File: config.mk
export PLATFORM = sky130hd
export DESIGN_NAME = vx_metadata_arb
export DESIGN_NICKNAME = d
export VERILOG_FILES = /design/src/rtl/vx_cache_pkg.sv /design/src/rtl/vx_sat_counter.sv /design/src/rtl/vx_metadata_arb.sv
export SDC_FILE = /design/constraint.sdc
export NUM_CORES = 1
export LEC_CHECK = 0
export ABC_AREA = 1
export BUFFER_PORTS_ARGS = -buffer_cell sky130_fd_sc_hd__clkbuf_2
export CAP_MARGIN = 10
export CORE_MARGIN = 4
export CORE_UTILIZATION = 35
export DETAILED_ROUTE_END_ITERATION = 7
export HOLD_SLACK_MARGIN = 0.12
export PLACE_DENSITY = 0.69
export SKIP_LAST_GASP = 1
export SYNTH_ARGS = -nofsm -noshare
export SYNTH_HDL_FRONTEND = slang
export SYNTH_SLANG_ARGS = --single-unit
File: constraint.sdc
create_clock -name clk -period 2.5 [get_ports clk]
set_input_delay 0.25 -clock clk [delete_from_list [all_inputs] [get_ports clk]]
set_output_delay 0.25 -clock clk [all_outputs]
set_load 0.01 [all_outputs]
File: src/rtl/vx_cache_pkg.sv
// Shared cache types: sweep FSM state encoding and metadata write-port
// priority selection used by the metadata arbiter.
package vx_cache_pkg;

  typedef enum logic [2:0] {
    ST_IDLE  = 3'd0,
    ST_SCAN  = 3'd1,
    ST_DRAIN = 3'd2,
    ST_CLEAR = 3'd3,
    ST_DONE  = 3'd4
  } sweep_state_t;

  typedef enum logic [1:0] {
    WR_NONE  = 2'd0,
    WR_FILL  = 2'd1,
    WR_CORE  = 2'd2,
    WR_CLEAR = 2'd3
  } wr_sel_t;

  // Fill beats core, core beats the sweep clear.
  function automatic wr_sel_t wr_select(input logic fill, input logic core, input logic clr);
    wr_sel_t sel;
    sel = WR_NONE;
    if (fill) begin
      sel = WR_FILL;
    end else if (core) begin
      sel = WR_CORE;
    end else if (clr) begin
      sel = WR_CLEAR;
    end
    return sel;
  endfunction

endpackage

File: src/rtl/vx_sat_counter.sv
// Saturating up-counter with synchronous clear (clear wins over increment).
module vx_sat_counter #(
  parameter int WIDTH = 16
) (
  input  logic             clk,
  input  logic             reset_n,
  input  logic             clear,
  input  logic             inc,
  output logic [WIDTH-1:0] count
);

  // Count up, sticking at all-ones instead of wrapping.
  always_ff @(posedge clk or negedge reset_n) begin
    if (!reset_n) begin
      count <= '0;
    end else if (clear) begin
      count <= '0;
    end else if (inc && (count != {WIDTH{1'b1}})) begin
      count <= count + 1'b1;
    end
  end

endmodule

File: src/rtl/vx_metadata_arb.sv
// Metadata RAM arbiter: shares one write and one read port between line
// fills, core accesses and a background sweep that counts unused lines.
// Optional macro METADATA_SWEEP_CLEAR_EN makes the sweep clear every used
// bit it finds (CLEAR state); without it the sweep is read-only.
module vx_metadata_arb
  import vx_cache_pkg::*;
#(
  parameter int LINES     = 64,
  parameter int CNT_WIDTH = 16
) (
  input  logic                     clk,
  input  logic                     reset_n,
  input  logic                     fill_valid,
  input  logic [$clog2(LINES)-1:0] fill_addr,
  input  logic                     core_valid,
  input  logic                     core_rw,
  input  logic                     core_prefetch,
  input  logic [$clog2(LINES)-1:0] core_addr,
  output logic                     core_ready,
  output logic                     core_used,
  input  logic                     sweep_start,
  output logic                     sweep_busy,
  output logic                     sweep_done,
  output logic [CNT_WIDTH-1:0]     sweep_unused,
  output logic                     mem_wren,
  output logic [$clog2(LINES)-1:0] mem_waddr,
  output logic                     mem_wdata,
  output logic [$clog2(LINES)-1:0] mem_raddr,
  input  logic                     mem_rdata
);

  localparam int AW = $clog2(LINES);
  localparam logic [AW-1:0] LAST = AW'(LINES - 1);

  sweep_state_t state, next_state;
  logic [AW-1:0] index;
  logic          sweep_pend;
  logic          core_pend;
  logic          core_acc;
  logic          core_wr;
  logic          sweep_rd;
  logic          clear_req;
  logic          ret_zero;
  wr_sel_t       wr_sel;

  assign core_ready = !fill_valid;
  assign core_acc   = core_valid && core_ready;
  assign core_wr    = core_acc && core_rw && !core_prefetch;
  assign ret_zero   = sweep_pend && !mem_rdata;
  assign sweep_busy = (state == ST_SCAN) || (state == ST_DRAIN) || (state == ST_CLEAR);
  assign sweep_done = (state == ST_DONE);
  assign core_used  = core_pend && mem_rdata;
  assign mem_raddr  = core_acc ? core_addr : index;

`ifdef METADATA_SWEEP_CLEAR_EN
  logic [AW-1:0] pend_addr;
  logic          ret_one;
  logic          clear_done;

  assign ret_one    = sweep_pend && mem_rdata;
  assign clear_req  = (state == ST_CLEAR);
  assign clear_done = clear_req && (wr_sel == WR_CLEAR);
  // One sweep read in flight at a time so a used line can be cleared before moving on.
  assign sweep_rd   = (state == ST_SCAN) && !core_acc && !sweep_pend;

  // Remember which line the in-flight sweep read targets; it is the line to clear.
  always_ff @(posedge clk or negedge reset_n) begin
    if (!reset_n) begin
      pend_addr <= '0;
    end else if (sweep_rd) begin
      pend_addr <= index;
    end
  end
`else
  assign clear_req  = 1'b0;
  assign sweep_rd   = (state == ST_SCAN) && !core_acc;
`endif

  assign wr_sel = wr_select(fill_valid, core_wr, clear_req);

  // Drive the single write port from the highest-priority requester.
  always_comb begin
    mem_wren  = 1'b0;
    mem_waddr = fill_addr;
    mem_wdata = 1'b0;
    case (wr_sel)
      WR_FILL: begin
        mem_wren  = 1'b1;
        mem_waddr = fill_addr;
        mem_wdata = 1'b0;
      end
      WR_CORE: begin
        mem_wren  = 1'b1;
        mem_waddr = core_addr;
        mem_wdata = 1'b1;
      end
`ifdef METADATA_SWEEP_CLEAR_EN
      WR_CLEAR: begin
        mem_wren  = 1'b1;
        mem_waddr = pend_addr;
        mem_wdata = 1'b0;
      end
`endif
      default: begin
        mem_wren  = 1'b0;
      end
    endcase
  end

  // State register, sweep index and read-in-flight flags.
  always_ff @(posedge clk or negedge reset_n) begin
    if (!reset_n) begin
      state      <= ST_IDLE;
      index      <= '0;
      sweep_pend <= 1'b0;
      core_pend  <= 1'b0;
    end else begin
      state      <= next_state;
      sweep_pend <= sweep_rd;
      core_pend  <= core_acc;
      if ((state == ST_IDLE) && sweep_start) begin
        index <= '0;
      end else if (sweep_rd) begin
        index <= index + 1'b1;
      end
    end
  end

  // Sweep sequencing: scan every line, wait for the final read, pulse done.
  always_comb begin
    next_state = state;
    case (state)
      ST_IDLE: begin
        if (sweep_start) next_state = ST_SCAN;
      end
      ST_SCAN: begin
`ifdef METADATA_SWEEP_CLEAR_EN
        if (ret_one) next_state = ST_CLEAR;
        else
`endif
        if (sweep_rd && (index == LAST)) next_state = ST_DRAIN;
      end
      ST_DRAIN: begin
`ifdef METADATA_SWEEP_CLEAR_EN
        if (ret_one) next_state = ST_CLEAR;
        else
`endif
        next_state = ST_DONE;
      end
      ST_CLEAR: begin
`ifdef METADATA_SWEEP_CLEAR_EN
        if (clear_done) next_state = (pend_addr == LAST) ? ST_DONE : ST_SCAN;
`else
        next_state = ST_IDLE;
`endif
      end
      ST_DONE: begin
        next_state = ST_IDLE;
      end
      default: begin
        next_state = ST_IDLE;
      end
    endcase
  end

  vx_sat_counter #(
    .WIDTH(CNT_WIDTH)
  ) u_unused_cnt (
    .clk     (clk),
    .reset_n (reset_n),
    .clear   ((state == ST_IDLE) && sweep_start),
    .inc     (ret_zero),
    .count   (sweep_unused)
  );

endmodule

Yosys cells after proc, flatten, opt, wreduce, memory -nomap -nowiden:

Cells that the tools add are included.

* output and inout bits: 34
* latch bits: 0
* memories: 0
* bits in registers: 27
* ROM bits: 0
* word-level logic and storage cells: 50
* bits in writable memories: 0

* bitwise gates (word level): 0
* reductions and logical operators: 20
* mux-type cells: 13
* divide/modulo/power cells: 0
* magnitude comparators: 0
* eq/ne operators: 10
* shift-type cells: 0
* $add $sub $neg: 2
* multipliers: 0

Operator list (number)
* 16-bit two-way mux: 2
* 6-bit two-way mux: 4
* 16-bit by 1-bit adder with 16-bit output (second input constant): 1
* 16-bit != test (second input constant): 1
* 1-bit logical AND: 9
* 3-bit case mux with 3 select lines: 1
* 6-bit by 1-bit adder with 6-bit output (second input constant): 1
* 3-bit by 2-bit == test with 1-bit output (second input constant): 2
* 6-bit == test (second input constant): 1
* 3-bit two-way mux: 2
* 1-bit logical NOT: 4
* 2-bit two-way mux: 2
* 2-bit nonzero test: 2
* 3-bit by 1-bit == test with 1-bit output (second input constant): 1
* 3-bit == test (second input constant): 1
* 3-bit logical NOT: 1
* 2-bit by 1-bit == test with 1-bit output (second input constant): 1
* 2-bit == test (second input constant): 1
* 1-bit logical OR: 2
* 1-bit two-way mux: 2
* 2-bit by 1-bit != test with 1-bit output (second input constant): 1
* 2-bit != test (second input constant): 1
* 2-bit AND reduction: 1
* 2-bit OR reduction: 1

Logic depth before layout (Yosys ltp):

* depth in word-level cells: 9
* mapped depth: 10

Hierarchy:

From an unflattened synthesis, not the netlist that was laid out.

* cells, all modules: 251
* area total of the unflattened synthesis: 1794.2 µm²

Modules (own cells, without submodules)
* vx_sat_counter: times used 1, area each 1037.2 µm², cells each 144, seq. area each 400.4 µm²
* vx_metadata_arb: times used 1, area each 757.0 µm², cells each 107, seq. area each 275.3 µm²

Worst setup path before layout:

OpenSTA, ideal clock, no wires.

* kind: in2out
* start: input port fill_valid
* end: output port mem_waddr[3]
* path buffers: 1
* setup slack: 871 ps
* arrival time: 1379 ps
* required time: 2250 ps
* stages: 6
* cells stage by stage: inv_2 -> nand2_1 -> nor3_1 -> inv_1 -> clkbuf_1 -> o21ai_0

* word-level cells in the longest chain between the ends: 8

RTL lines
* start, declared: RTL line vx_metadata_arb.sv:13 `input logic fill_valid,`
* 1-bit logical NOT: RTL line vx_metadata_arb.sv:46 `assign core_ready = !fill_valid;`
* 1-bit logical AND: RTL line vx_metadata_arb.sv:47 `assign core_acc = core_valid && core_ready;`
* 1-bit logical AND (2 in series): RTL line vx_metadata_arb.sv:48 `assign core_wr = core_acc && core_rw && !core_prefetch;`
* 2-bit two-way mux: RTL line vx_cache_pkg.sv:26 `end else if (core) begin`
* 2-bit two-way mux (*): RTL line vx_cache_pkg.sv:24 `if (fill) begin`
* 2-bit == test (*): RTL line vx_metadata_arb.sv:86 `case (wr_sel)`
* 6-bit two-way mux (*): RTL line vx_metadata_arb.sv:86
* end, declared: RTL line vx_metadata_arb.sv:26 `output logic [$clog2(LINES)-1:0] mem_waddr,`

Mark *: on every way between the ends. The rest lies on a longest branch, timed or not.

Worst setup path in the final report:

* start: register u_unused_cnt.count[0]
* end: register u_unused_cnt.count[0]

* word-level cells in the longest chain between the ends: 3
* elaborated cells on any way between the ends: 6
* classes of those cells: add/sub: 1; eq/ne: 1; mux: 2; reduce/logical: 2

RTL lines
* start, declared: RTL line vx_sat_counter.sv:9 `output logic [WIDTH-1:0] count`
* start signal, assigned: RTL line vx_sat_counter.sv:19 `count <= count + 1'b1;`
* 16-bit by 1-bit adder with 16-bit output or 16-bit != test (tied branches): RTL line vx_sat_counter.sv:19, vx_sat_counter.sv:18
* 16-bit two-way mux or 1-bit logical AND (tied branches): RTL line vx_sat_counter.sv:18 `end else if (inc && (count != {WIDTH{1'b1}})) begin`
* 16-bit two-way mux or 2-bit nonzero test (tied branches)

Several ways; a longest one is shown, not always the timed one. The select of a mux whose other input is x is not followed.
A chain may end at the register's enable or synchronous reset.

==> results.cfg <==
[yosys]
synthAdderAreaFrac_pct = 1.45
async_flop_share_pct = 100
synth-simple-area-share_pct = 39.8
synthFlopType = dfrtp_1
synth_cell_types = 26
synth_xor_xnor_area_share_pct = 3.55
synth_compound_area_share_pct = 6.23
synth_enable_flop_cells = 0
yosys.area.top_type = dfrtp_1
yosysSeqAreaShare_pct = 39.1
synthTopCellsByArea = dfrtp_1, nand2_1, inv_1, nor2_1, nand3_1
synth_cells = 258
avgSynthCellArea_sq_um = 6.70
synth.most_common_cell = nand2_1
yosys_warnings = 0
synth_top_area_share_pct = 39.1
syn-num-nets = 280
ys_ff_latch = 27
synth_top_family_by_area = simple AND/OR/NAND/NOR gates
synth_common_cells = nand2_1, inv_1, dfrtp_1
synth_mux_area_share_pct = 0
netlist_area_sq_mm = 0.00173

[floorplanning]
fp.dieArea_sq_mm = 0.00612
floorplan.die.height_um = 78.3
io_pins = 54
die_x_um = 78.3
rows = 25
core_area_sq_mm = 0.00475
start_util_pct = 36.3

[hold_path]
hold_path.class = in -> reg
whs_path_depth = 3
hp-start = sweep_start

[global_routing]
antenna_found_initial = 0
overflow = 0
grt_usage_pct = 13.8
grt_max_degree = 28
grt_pass1_vias = 1624
grt_first_pass_wirelength_um = 7040

[setup_path]
setup.worst_path.end_class = register
timing.rr.start = u_unused_cnt.count[0]
startpoint = u_unused_cnt.count[0]
crit_family = simple AND/OR/NAND/NOR gates
rr_worst_depth = 9
crit_fanout = 7
cp_slowest_stage_delay_ns = 0.45
cp_cell_sequence = ha_1 -> nand2_1 -> nor2_2 -> nand2_2 -> nor2_4 -> nor3_2 -> buf_4 -> nand2_1 -> nand2_1
cp_common_cell = nand2_1
cp.required_ns = 2.72
crit_arrival_ns = 2.00
cp.depth = 9
cp_slowest_cell = dfrtp_1
start_kind = register
critPathBufInv = 1
worstSetupPathType = reg -> reg

[sta]
hold_viol_final = 0
finalCriticalPeriod_ns = 1.78
fmaxAchievable_mhz = 562
fin_ws_ns = 0.720
finalSetupTns_ns = 0
slew-limit-headroom_pct = 55.2
rsz0062_at_grt = no
slew_violations = 0
max_slew.worst_pin.slew_ns = 0.673
fin_skew_ns = 0.00455
final-setup-viol-count = 0
final.period_utilization_pct = 71.2

[clock_network]
cts_buffer_depth = 2
cts_setup_buffers = 0
path_clk_slew_ns = 0.09
h-tree-depth = 1
numCtsBuffers = 3
ctsHoldBuffers = 1
clock_latency_ns = 0.27
tritoncts = done
clock_sinks = 27
root_buffer = clkbuf_8
ctsResizeCount = 0

[placement]
dp_hpwl_um = 3130
place_congestion = 0.810
placed_area_sq_mm = 0.00206
port_buffers = 53
place_ws_ns = 0.744

[route]
drt_first_pass_iters = 4
detail_route.vias_per_cell = 4.60
wl_um = 3990
vias = 1748
drt-initial-drc-count = 47
drc_errors = 0
wl_per_cell_um = 10.5
ant_nets = 0

[cells_and_area]
stdcell_area_sq_mm = 0.00212
antenna_cells = 0
area_growth_pct = 22.5
nets = 336
layout-drive-gt1-share_pct = 21.7

[power_and_ir_drop]
ir_drop_mv = 0.320
power_density_mw_per_mm2 = 663
p_leak_uw = 0.00122

[run]
maxCapViolCount = 0

[run_status]
status = complete, no violations
flip-flops by register name (all words and copies together), names as in the netlist:
name                count
index                   6
u_unused_cnt.count     16
sweep_pend              1
core_pend               1
state                   3
area by class of cell:
| cell class | count | area, sq um |
|---|---|---|
| Clock buffer | 3 | 41.3 |
| Clock inverter | 1 | 5.00 |
| Fill cell | 523 | 2640 |
| Inverter | 39 | 146 |
| Multi-Input combinational cell | 188 | 882 |
| Sequential cell | 27 | 676 |
| Tap cell | 67 | 83.8 |
| Timing Repair Buffer | 55 | 283 |
stage by stage:
stage	util, %	cells	power [uW]	hold slack (ns)
final	44.5	380	1400	0.438
after global routing	44.5	380	1540	0.479
after CTS	44.5	380	1420	0.448
after detailed placement	43.3	375	1170	0.315
after global placement	43.3	375	1150	0.313
after floorplan	-	258	982	-0.0456
routing by layer:
layer  routed length [um]  up-vias  part of all wire (%)  GRT usage (%)
met3                  229        5                   5.7           2.41
met1                 1750      777                    44           16.4
li1                     -      912                     -              -
met4                   41        0                   1.0           3.67
met2                 1960       54                    49           25.6
met5                    0        -                     0              0
power by group:
group	switching [uW]	internal, uW	leakage [uW]
combinational	315	204	0.000840
clock	133	112	0.0000255
sequential	116	526	0.000352
total	563	841	0.00122
cell families after synthesis:
kind of cell | count (synthesis)
AND/OR/NAND/NOR | 158
adder cells (fa/ha/maj) | 2
AO/OA/AOI/OAI | 21
XOR/XNOR | 7
flip-flops | 27
buffers and inverters | 43
cell usage in the layout (no fill, tap or decap), types with 2 or more instances in the layout:
cell type,n
nand2_1,102
clkbuf_2,53
inv_1,37
dfrtp_1,27
nor2_1,20
nand3_1,13
o21ai_0,11
nand4_1,9
xor2_1,6
o21ai_1,5
nor3_1,4
a21oi_1,4
nor2_2,3
clkbuf_8,3
inv_2,2
ha_1,2
worst register-to-register path: cells and delay by family, from the launching register on:
family	cells	cell delay, ns
adder cells (fa/ha/maj)	1	0.26
flip-flops	1	0.45
AND/OR/NAND/NOR	7	0.78
buffers and inverters	1	0.24
path summary, 6_finish.rpt:
kind	end	slack (ns)
setup / recovery	u_unused_cnt.count[0]	0.72
hold / removal	state[0]	0.44
max in group asynchronous	index[2]	1.53
hold reg to reg	state[2]	0.46
min in group asynchronous	u_unused_cnt.count[5]	0.54
setup reg to reg	u_unused_cnt.count[0]	0.72
Note: power is estimated with default switching activity, not from simulation.
